**src/rtl/instruction_fetch.sv**
```systemverilog
// ---------------------------------------------------------------------------
// instruction_fetch
//   Fetches a 3-byte instruction from a byte-wide program memory, one byte at
//   a time. Each byte is read with a single-cycle strobe, and the fetch then
//   waits for the memory's response strobe. The byte is forwarded to the
//   instruction register with a one-cycle load strobe. After the third byte
//   the fetcher holds until the consumer signals that the instruction is done.
//
// Ports
//   clk        in   1       rising-edge clock
//   rst_n      in   1       synchronous active-low reset
//   fetch_en   in   1       permits starting a new 3-byte fetch
//   mem_rd     out  1       one-cycle read strobe to program memory
//   mem_addr   out  ADDR_W  byte address (valid while mem_rd=1)
//   mem_data   in   8       returned byte (valid while mem_valid=1)
//   mem_valid  in   1       memory response strobe
//   payload    out  8       byte forwarded to the instruction register
//   IR_load    out  1       one-cycle strobe, payload valid in same cycle
//   inst_done  in   1       downstream consumed the assembled instruction
//   pc_load    in   1       overwrite PC (honoured in IDLE/HOLD only)
//   pc_in      in   ADDR_W  new PC value
//   pc         out  ADDR_W  current program counter
//   busy       out  1       high in REQ, WAIT and PUSH
//   fetch_done out  1       one-cycle pulse when the third byte is pushed
// ---------------------------------------------------------------------------
module instruction_fetch #(
  parameter int                   ADDR_W   = 8,
  parameter logic [ADDR_W-1:0]    RESET_PC = {ADDR_W{1'b0}}
) (
  input  logic              clk,
  input  logic              rst_n,
  input  logic              fetch_en,
  output logic              mem_rd,
  output logic [ADDR_W-1:0] mem_addr,
  input  logic [7:0]        mem_data,
  input  logic              mem_valid,
  output logic [7:0]        payload,
  output logic              IR_load,
  input  logic              inst_done,
  input  logic              pc_load,
  input  logic [ADDR_W-1:0] pc_in,
  output logic [ADDR_W-1:0] pc,
  output logic              busy,
  output logic              fetch_done
);

  typedef enum logic [2:0] {
    S_IDLE = 3'd0,
    S_REQ  = 3'd1,
    S_WAIT = 3'd2,
    S_PUSH = 3'd3,
    S_HOLD = 3'd4
  } state_t;

  state_t              r_state;
  state_t              w_state_nxt;
  logic [1:0]          r_byte_cnt;
  logic [1:0]          w_byte_cnt_nxt;
  logic [ADDR_W-1:0]   r_pc;
  logic [ADDR_W-1:0]   w_pc_nxt;
  logic [7:0]          r_payload;
  logic [7:0]          w_payload_nxt;
  logic                r_mem_rd;
  logic                r_ir_load;
  logic                r_fetch_done;
  logic                r_busy;
  logic                w_pc_writable;

  // PC may only be overwritten while no fetch is in flight.
  assign w_pc_writable = (r_state == S_IDLE) || (r_state == S_HOLD);

  // Next-state decode of the fetch sequencer.
  always_comb begin
    w_state_nxt = r_state;
    case (r_state)
      S_IDLE: begin
        if (fetch_en) begin
          w_state_nxt = S_REQ;
        end else begin
          w_state_nxt = S_IDLE;
        end
      end
      S_REQ: begin
        w_state_nxt = S_WAIT;
      end
      S_WAIT: begin
        if (mem_valid) begin
          w_state_nxt = S_PUSH;
        end else begin
          w_state_nxt = S_WAIT;
        end
      end
      S_PUSH: begin
        if (r_byte_cnt == 2'd2) begin
          w_state_nxt = S_HOLD;
        end else begin
          w_state_nxt = S_REQ;
        end
      end
      S_HOLD: begin
        if (inst_done && fetch_en) begin
          w_state_nxt = S_REQ;
        end else if (inst_done) begin
          w_state_nxt = S_IDLE;
        end else begin
          w_state_nxt = S_HOLD;
        end
      end
      default: begin
        w_state_nxt = S_IDLE;
      end
    endcase
  end

  // Datapath next values: PC, byte counter and captured payload byte.
  always_comb begin
    w_pc_nxt       = r_pc;
    w_byte_cnt_nxt = r_byte_cnt;
    w_payload_nxt  = r_payload;

    // PUSH advances the PC (natural wrap modulo 2^ADDR_W); a load is only
    // possible outside a fetch, so the two never collide.
    if (r_state == S_PUSH) begin
      w_pc_nxt = r_pc + {{(ADDR_W-1){1'b0}}, 1'b1};
    end else if (w_pc_writable && pc_load) begin
      w_pc_nxt = pc_in;
    end else begin
      w_pc_nxt = r_pc;
    end

    // A fresh fetch starting from IDLE/HOLD always begins at byte 0.
    if (r_state == S_PUSH) begin
      w_byte_cnt_nxt = r_byte_cnt + 2'd1;
    end else if (w_pc_writable && (w_state_nxt == S_REQ)) begin
      w_byte_cnt_nxt = 2'd0;
    end else begin
      w_byte_cnt_nxt = r_byte_cnt;
    end

    if ((r_state == S_WAIT) && mem_valid) begin
      w_payload_nxt = mem_data;
    end else begin
      w_payload_nxt = r_payload;
    end
  end

  // State, datapath and registered strobes; strobes are decoded from the
  // next state so each one lines up exactly with its state's cycle.
  always_ff @(posedge clk) begin
    if (!rst_n) begin
      r_state      <= S_IDLE;
      r_pc         <= RESET_PC;
      r_byte_cnt   <= 2'd0;
      r_payload    <= 8'h00;
      r_mem_rd     <= 1'b0;
      r_ir_load    <= 1'b0;
      r_fetch_done <= 1'b0;
      r_busy       <= 1'b0;
    end else begin
      r_state      <= w_state_nxt;
      r_pc         <= w_pc_nxt;
      r_byte_cnt   <= w_byte_cnt_nxt;
      r_payload    <= w_payload_nxt;
      r_mem_rd     <= (w_state_nxt == S_REQ);
      r_ir_load    <= (w_state_nxt == S_PUSH);
      // Counter is unchanged between WAIT and PUSH, so it still names the
      // byte about to be pushed.
      r_fetch_done <= (w_state_nxt == S_PUSH) && (r_byte_cnt == 2'd2);
      r_busy       <= (w_state_nxt == S_REQ) || (w_state_nxt == S_WAIT) ||
                      (w_state_nxt == S_PUSH);
    end
  end

  assign mem_rd     = r_mem_rd;
  assign mem_addr   = r_pc;
  assign payload    = r_payload;
  assign IR_load    = r_ir_load;
  assign pc         = r_pc;
  assign busy       = r_busy;
  assign fetch_done = r_fetch_done;

endmodule

```
**config.mk**
```make
export PLATFORM = sky130hd
export DESIGN_NAME = instruction_fetch
export DESIGN_NICKNAME = d
export VERILOG_FILES = /design/src/rtl/instruction_fetch.sv
export SDC_FILE = /design/constraint.sdc
export NUM_CORES = 1
export LEC_CHECK = 0
export CORE_ASPECT_RATIO = 0.7
export CORE_UTILIZATION = 30
export DETAILED_ROUTE_END_ITERATION = 7
export PLACE_DENSITY = 0.58
export SYNTH_ARGS = -nofsm -noshare
export SYNTH_HDL_FRONTEND = slang
export SYNTH_SLANG_ARGS = --single-unit
export TNS_END_PERCENT = 5
```
**constraint.sdc**
```tcl
create_clock -name clk -period 3 [get_ports clk]
set_input_delay 0.6 -clock clk [delete_from_list [all_inputs] [get_ports clk]]
set_output_delay 0.6 -clock clk [all_outputs]
set_load 0.01 [all_outputs]
```
# Yosys cells after proc, flatten, opt, wreduce, memory -nomap -nowiden
# Index checks and enable logic that the tools add are counted.
# totals
elab_cells,39
ff_bits,25
# op_classes
eq_ne,8
reduce_logical,11
n_mux,10
add_sub_neg,2
# op_table
operator,n
8-bit 2-to-1 mux,2
3-bit case mux with 5 select lines,1
3-bit by 2-bit == test with 1-bit output (second input constant),4
3-bit 2-to-1 mux,3
8-bit by 1-bit adder with 8-bit output (second input constant),1
3-bit by 1-bit == test with 1-bit output (second input constant),2
1-bit logical AND,5
2-bit 2-to-1 mux,2
2-bit nonzero test,2
3-bit == test (second input constant),1
3-bit logical NOT,1
1-bit logical OR,3
2-bit by 1-bit adder with 2-bit output (second input constant),1
2-bit == test (second input constant),1
1-bit 2-to-1 mux,2

# Logic depth before layout (Yosys ltp)
# depth
word_depth,7
depth_mapped,6
ltp_nobuf,6

# Least setup slack after synthesis
# Ideal clock, no wire load.
# synth_timing
kind,input -> register
start,input pc_load
end,"register r_pc[0], in the netlist mem_addr[0]"
arrival_time_ps,1274
setup_time_ps,123
n_path_buf,0
path_slack_ps,1602
path_stages,4
path_cell_list,nor3b_4 > nor2_4 > a221oi_1 > nor2b_1
# synth_between
elab_chain_cells,2
# synth_rtl
item,line_no,text
"start, declared",40,"input logic pc_load,"
1-bit logical AND,125,end else if (w_pc_writable && pc_load) begin
2-bit nonzero test (no line),n/a,
"end signal, assigned",161,r_pc <= w_pc_nxt;
"end, declared",59,logic [ADDR_W-1:0] r_pc;
# No other way between the ends.
# A chain may end at the register's enable or synchronous reset.

# Final worst setup path
# layout_timing
start,"register r_pc[3], in the netlist mem_addr[3]"
end,output mem_addr[3]
# layout_rtl
item,line_no,text
"end, declared",34,"output logic [ADDR_W-1:0] mem_addr,"
# No word-level cell between the ends.

==> run_summary.xml <==
<?xml version="1.0" encoding="UTF-8"?>
<metrics>
  <group name="detailed_routing">
    <metric name="remaining_drc_errors" unit="">0</metric>
    <metric name="num_vias" unit="">1075</metric>
    <metric name="drt-initial-drc-count" unit="">43</metric>
    <metric name="detail_route.vias_per_cell" unit="">4.736</metric>
    <metric name="finalWirelength" unit="mm">2.974</metric>
    <metric name="drt.antenna.violating_nets" unit="">0</metric>
    <metric name="avg_wl_per_cell" unit="um">13.10</metric>
    <metric name="drtPass1Iterations" unit="">4</metric>
  </group>
  <group name="run">
    <metric name="cap_viol_max_count" unit="">0</metric>
  </group>
  <group name="logic_synthesis">
    <metric name="postSynthCellCount" unit="">136</metric>
    <metric name="ys_seq_area_share" unit="%">38.65</metric>
    <metric name="synthesis.area" unit="um2">1295</metric>
    <metric name="number_of_synthesized_flops_with_an_enable_pin" unit="">0</metric>
    <metric name="flop_and_latch_count_out_of_synthesis" unit="">25</metric>
    <metric name="synth-warning-count" unit="">0</metric>
    <metric name="dominantRegCellSynth" unit="">sky130_fd_sc_hd__dfxtp_1</metric>
    <metric name="async_reset_ff_share" unit="%">0</metric>
    <metric name="average_size_of_a_mapped_cell" unit="um2">9.522</metric>
    <metric name="ys_types" unit="">40</metric>
    <metric name="synthesis.nets" unit="">160</metric>
  </group>
  <group name="worst_setup_path">
    <metric name="timing.critical_path.depth" unit="">1</metric>
    <metric name="path_cells" unit="">clkdlybuf4s50_1</metric>
    <metric name="critPathArrivalTime" unit="ns">1.33</metric>
    <metric name="worst_r2r_path_depth" unit="">4</metric>
    <metric name="r2r-start" unit="">r_state[1]$_SDFF_PN0_</metric>
    <metric name="worstSetupEndpoint" unit="">mem_addr[3]</metric>
    <metric name="crit_path_start" unit="">mem_addr[3]$_SDFFE_PN0P_</metric>
    <metric name="crit_slowest_cell" unit="">sky130_fd_sc_hd__clkdlybuf4s50_1</metric>
    <metric name="crit_path_start_kind" unit="">register</metric>
    <metric name="critPathKind" unit="">register to output port</metric>
    <metric name="setup.reg_to_reg.worst_slack" unit="ns">1.38</metric>
    <metric name="critical-path-max-stage-delay" unit="ns">0.59</metric>
    <metric name="cell_type_group_with_the_largest_total_delay_on_the_critical_path" unit="">buffers and inverters</metric>
    <metric name="crit_path_max_fanout" unit="">7</metric>
    <metric name="buffers_inverters_on_critical_path" unit="">1</metric>
    <metric name="worst_setup_end_kind" unit="">output port</metric>
    <metric name="worst_ep_required_time" unit="ns">2.40</metric>
    <metric name="r2r_end" unit="">mem_addr[6]$_SDFFE_PN0P_</metric>
  </group>
  <group name="power_and_ir_drop">
    <metric name="power.leakage" unit="nW">0.5950</metric>
    <metric name="internal_power" unit="W">0.0006047</metric>
    <metric name="share_clk_of_total_power" unit="%">23.5</metric>
    <metric name="power_density" unit="nW/um2">485.6</metric>
    <metric name="switching_power" unit="W">0.0002575</metric>
    <metric name="power_frac_seq" unit="%">47.3</metric>
    <metric name="largest_voltage_drop_on_the_vdd_net" unit="uV">252.5</metric>
    <metric name="netSwitchingFraction" unit="%">29.87</metric>
    <metric name="p_comb_share" unit="%">29.2</metric>
  </group>
  <group name="hold_path">
    <metric name="holdCritPathClass" unit="">register to register</metric>
    <metric name="worstHoldPathCells" unit="">1</metric>
  </group>
  <group name="cts">
    <metric name="cts-root-to-sink-buffers" unit="">2</metric>
    <metric name="clkSinkCount" unit="">25</metric>
    <metric name="clock_tree.root_cell" unit="">sky130_fd_sc_hd__clkbuf_8</metric>
    <metric name="hold_buffers" unit="">0</metric>
    <metric name="worstSkewPairLatency" unit="ns">0.27</metric>
    <metric name="cts_inserted_buffers" unit="">3</metric>
    <metric name="tritoncts" unit="">built</metric>
    <metric name="clk_pin_slew_worst_setup_hold_paths" unit="ns">0.09</metric>
    <metric name="htree_num_levels" unit="">1</metric>
    <metric name="cts_setup_buffers" unit="">0</metric>
    <metric name="post_cts_resized" unit="">0</metric>
  </group>
  <group name="final_layout">
    <metric name="final_layout_size_suffix_gt1_share" unit="%">6.857</metric>
    <metric name="filler_cells" unit="">393</metric>
    <metric name="multi_input_comb_area" unit="um2">640.6</metric>
    <metric name="utilization" unit="%">44.19</metric>
    <metric name="final_nets" unit="">200</metric>
    <metric name="post_synthesis_to_final_layout_area_growth" unit="%">37.10</metric>
    <metric name="num_antenna_cells" unit="">0</metric>
    <metric name="ff_latch_area" unit="um2">500.5</metric>
  </group>
  <group name="die">
    <metric name="die_y" unit="um">56.97</metric>
    <metric name="die_width" unit="um">80.53</metric>
    <metric name="core_area" unit="um2">4018</metric>
    <metric name="floorplan.io_pins" unit="">50</metric>
    <metric name="std_cell_rows" unit="">19</metric>
    <metric name="initial_core_util" unit="%">32.23</metric>
    <metric name="fp.dieArea" unit="um2">4588</metric>
  </group>
  <group name="placed_design">
    <metric name="dp_hpwl" unit="mm">2.279</metric>
    <metric name="preCtsSetupSlack" unit="ns">0.9208</metric>
    <metric name="gp_congestion" unit="">0.8808</metric>
    <metric name="portBuffers" unit="">49</metric>
  </group>
  <group name="outcome">
    <metric name="status" unit="">finished clean</metric>
  </group>
  <group name="timing">
    <metric name="final_number_of_max_transition_violations" unit="">0</metric>
    <metric name="tns" unit="ns">0</metric>
    <metric name="timing.max_slew.rel_slack" unit="%">58.39</metric>
    <metric name="hold_violations" unit="">0</metric>
    <metric name="final_critical_path_share_of_the_clock_period" unit="%">64.49</metric>
    <metric name="timing_worst_slew_pin_value" unit="ns">0.6222</metric>
    <metric name="rsz0062_at_grt" unit="">false</metric>
    <metric name="report.final.setup_viol" unit="">0</metric>
    <metric name="fmaxAchievable" unit="GHz">0.5169</metric>
    <metric name="final_critical_delay_including_setup_and_external_delays" unit="ns">1.935</metric>
    <metric name="fin_worst_skew" unit="ns">0.001478</metric>
    <metric name="timing.final.ws_setup" unit="ns">1.065</metric>
  </group>
  <group name="grt">
    <metric name="grt_first_pass_wirelength" unit="mm">4.899</metric>
    <metric name="global_route.overflow_total" unit="">0</metric>
    <metric name="grt.total_usage" unit="%">13.88</metric>
    <metric name="number_of_antenna_violations_at_the_first_check_in_global_routing" unit="">0</metric>
    <metric name="first_global_vias" unit="">1046</metric>
    <metric name="grt_start_max_net_pins" unit="">21</metric>
  </group>
</metrics>
[layer usage]
metal,global-route usage (%),wire length (um),vias up
li1,-,-,552
met1,20.81,1591,477
met2,19.73,1176,42
met3,3.840,190,4
met4,2.806,15,0
met5,0,0,-
[cell families (layout without fill, tap and decap cells)]
family	Yosys count	in the layout	synth area share, %
buf+inv	20	59	11.88
mux	9	9	6.957
xor+xnor	2	2	1.353
compound gates	27	27	14.01
fa+ha+maj	2	2	1.932
simple gates	51	51	25.22
flops	25	25	38.65
[layout make-up]
cell class | count | share of cell area (%)
multi-input combinational | 91 | 36.08
clock buffer | 3 | 2.326
clock inverter | 1 | 0.4228
inverter | 4 | 0.8457
timing repair buffer | 51 | 28.47
tap | 52 | 3.665
sequential | 25 | 28.19
[sequential cells by signal (all words and copies together) (netlist names)]
register,count
payload,8
IR_load,1
mem_addr,8
mem_rd,1
r_state,3
r_byte_cnt,2
fetch_done,1
busy,1
[worst min path at each step]
stage,end,slack [ns],from
2_1_floorplan,r_byte_cnt[0]$_SDFFE_PN0P_,0.45,r_byte_cnt[0]$_SDFFE_PN0P_
3_3_place_gp,r_byte_cnt[0]$_SDFFE_PN0P_,0.47,r_byte_cnt[0]$_SDFFE_PN0P_
3_5_place_dp,r_byte_cnt[0]$_SDFFE_PN0P_,0.48,r_byte_cnt[0]$_SDFFE_PN0P_
4_1_cts,r_byte_cnt[0]$_SDFFE_PN0P_,0.50,r_byte_cnt[0]$_SDFFE_PN0P_
5_1_grt,r_byte_cnt[0]$_SDFFE_PN0P_,0.54,r_byte_cnt[0]$_SDFFE_PN0P_
6_report,r_byte_cnt[0]$_SDFFE_PN0P_,0.50,r_byte_cnt[0]$_SDFFE_PN0P_
[worst reg2reg max path, cell delays in order (launching register included)]
cell and delay (ns):
sky130_fd_sc_hd__dfxtp_1 0.65, sky130_fd_sc_hd__nand3b_1 0.34, sky130_fd_sc_hd__nor3_1 0.35, sky130_fd_sc_hd__nand3b_1 0.11, sky130_fd_sc_hd__o211ai_1 0.09
[synthesized netlist by cell type (3+ instances only)]
cell type	n	share of area, %
sky130_fd_sc_hd__inv_1	4	1.2
sky130_fd_sc_hd__a21boi_1	3	1.7
sky130_fd_sc_hd__a21oi_1	6	2.3
sky130_fd_sc_hd__nand3_1	7	2.7
sky130_fd_sc_hd__nor2b_1	11	5.3
sky130_fd_sc_hd__mux2i_1	9	7.0
sky130_fd_sc_hd__nor2_1	4	1.2
sky130_fd_sc_hd__nor3_1	4	1.5
sky130_fd_sc_hd__buf_4	9	5.2
sky130_fd_sc_hd__buf_6	4	3.5
sky130_fd_sc_hd__o21ai_0	5	1.9
sky130_fd_sc_hd__dfxtp_1	25	39
sky130_fd_sc_hd__nand2_1	7	2.0
[per-stage QoR]
step           cell area (um2)  std cells  hold WS (ns)  total power, W
6_report                  1775        227        0.5011       0.0008622
5_1_grt                   1775        227        0.5378       0.0009169
4_1_cts                   1775        227        0.5001       0.0008727
3_5_place_dp              1727        223        0.4757       0.0006673
3_3_place_gp              1727        223        0.4674       0.0006641
2_1_floorplan             1295        136        0.4534       0.0005673
[placed cells by master (no fill, tap or decap), types with 2 or more instances in the layout]
master and count:
sky130_fd_sc_hd__nor2b_1 11, sky130_fd_sc_hd__a32oi_1 2, sky130_fd_sc_hd__o22ai_1 2, sky130_fd_sc_hd__and2_0 2
sky130_fd_sc_hd__o211ai_1 2, sky130_fd_sc_hd__nor2_4 2, sky130_fd_sc_hd__inv_1 4, sky130_fd_sc_hd__ha_1 2
sky130_fd_sc_hd__and3_1 2, sky130_fd_sc_hd__a21boi_1 3, sky130_fd_sc_hd__clkdlybuf4s50_1 49, sky130_fd_sc_hd__and2_1 2
sky130_fd_sc_hd__nand2_1 7, sky130_fd_sc_hd__a21oi_1 6, sky130_fd_sc_hd__dfxtp_1 25, sky130_fd_sc_hd__clkbuf_8 3
sky130_fd_sc_hd__nor2_1 4, sky130_fd_sc_hd__nand3b_1 2, sky130_fd_sc_hd__mux2i_1 9, sky130_fd_sc_hd__nand3_1 7
sky130_fd_sc_hd__o21ai_0 5, sky130_fd_sc_hd__buf_4 2, sky130_fd_sc_hd__nor3_1 4, sky130_fd_sc_hd__xnor2_1 2
[power by group through the flow]
stage	Clock [W]	Combinational, W	Sequential (W)
final	0.000203	0.000252	0.000408
after global routing	0.000226	0.000277	0.000415
after CTS	0.000212	0.000253	0.000408
after detailed placement	0	0.000252	0.000415
after global placement	0	0.000251	0.000413
after floorplan	0	0.000162	0.000405
(Power assumes the default switching activity.)
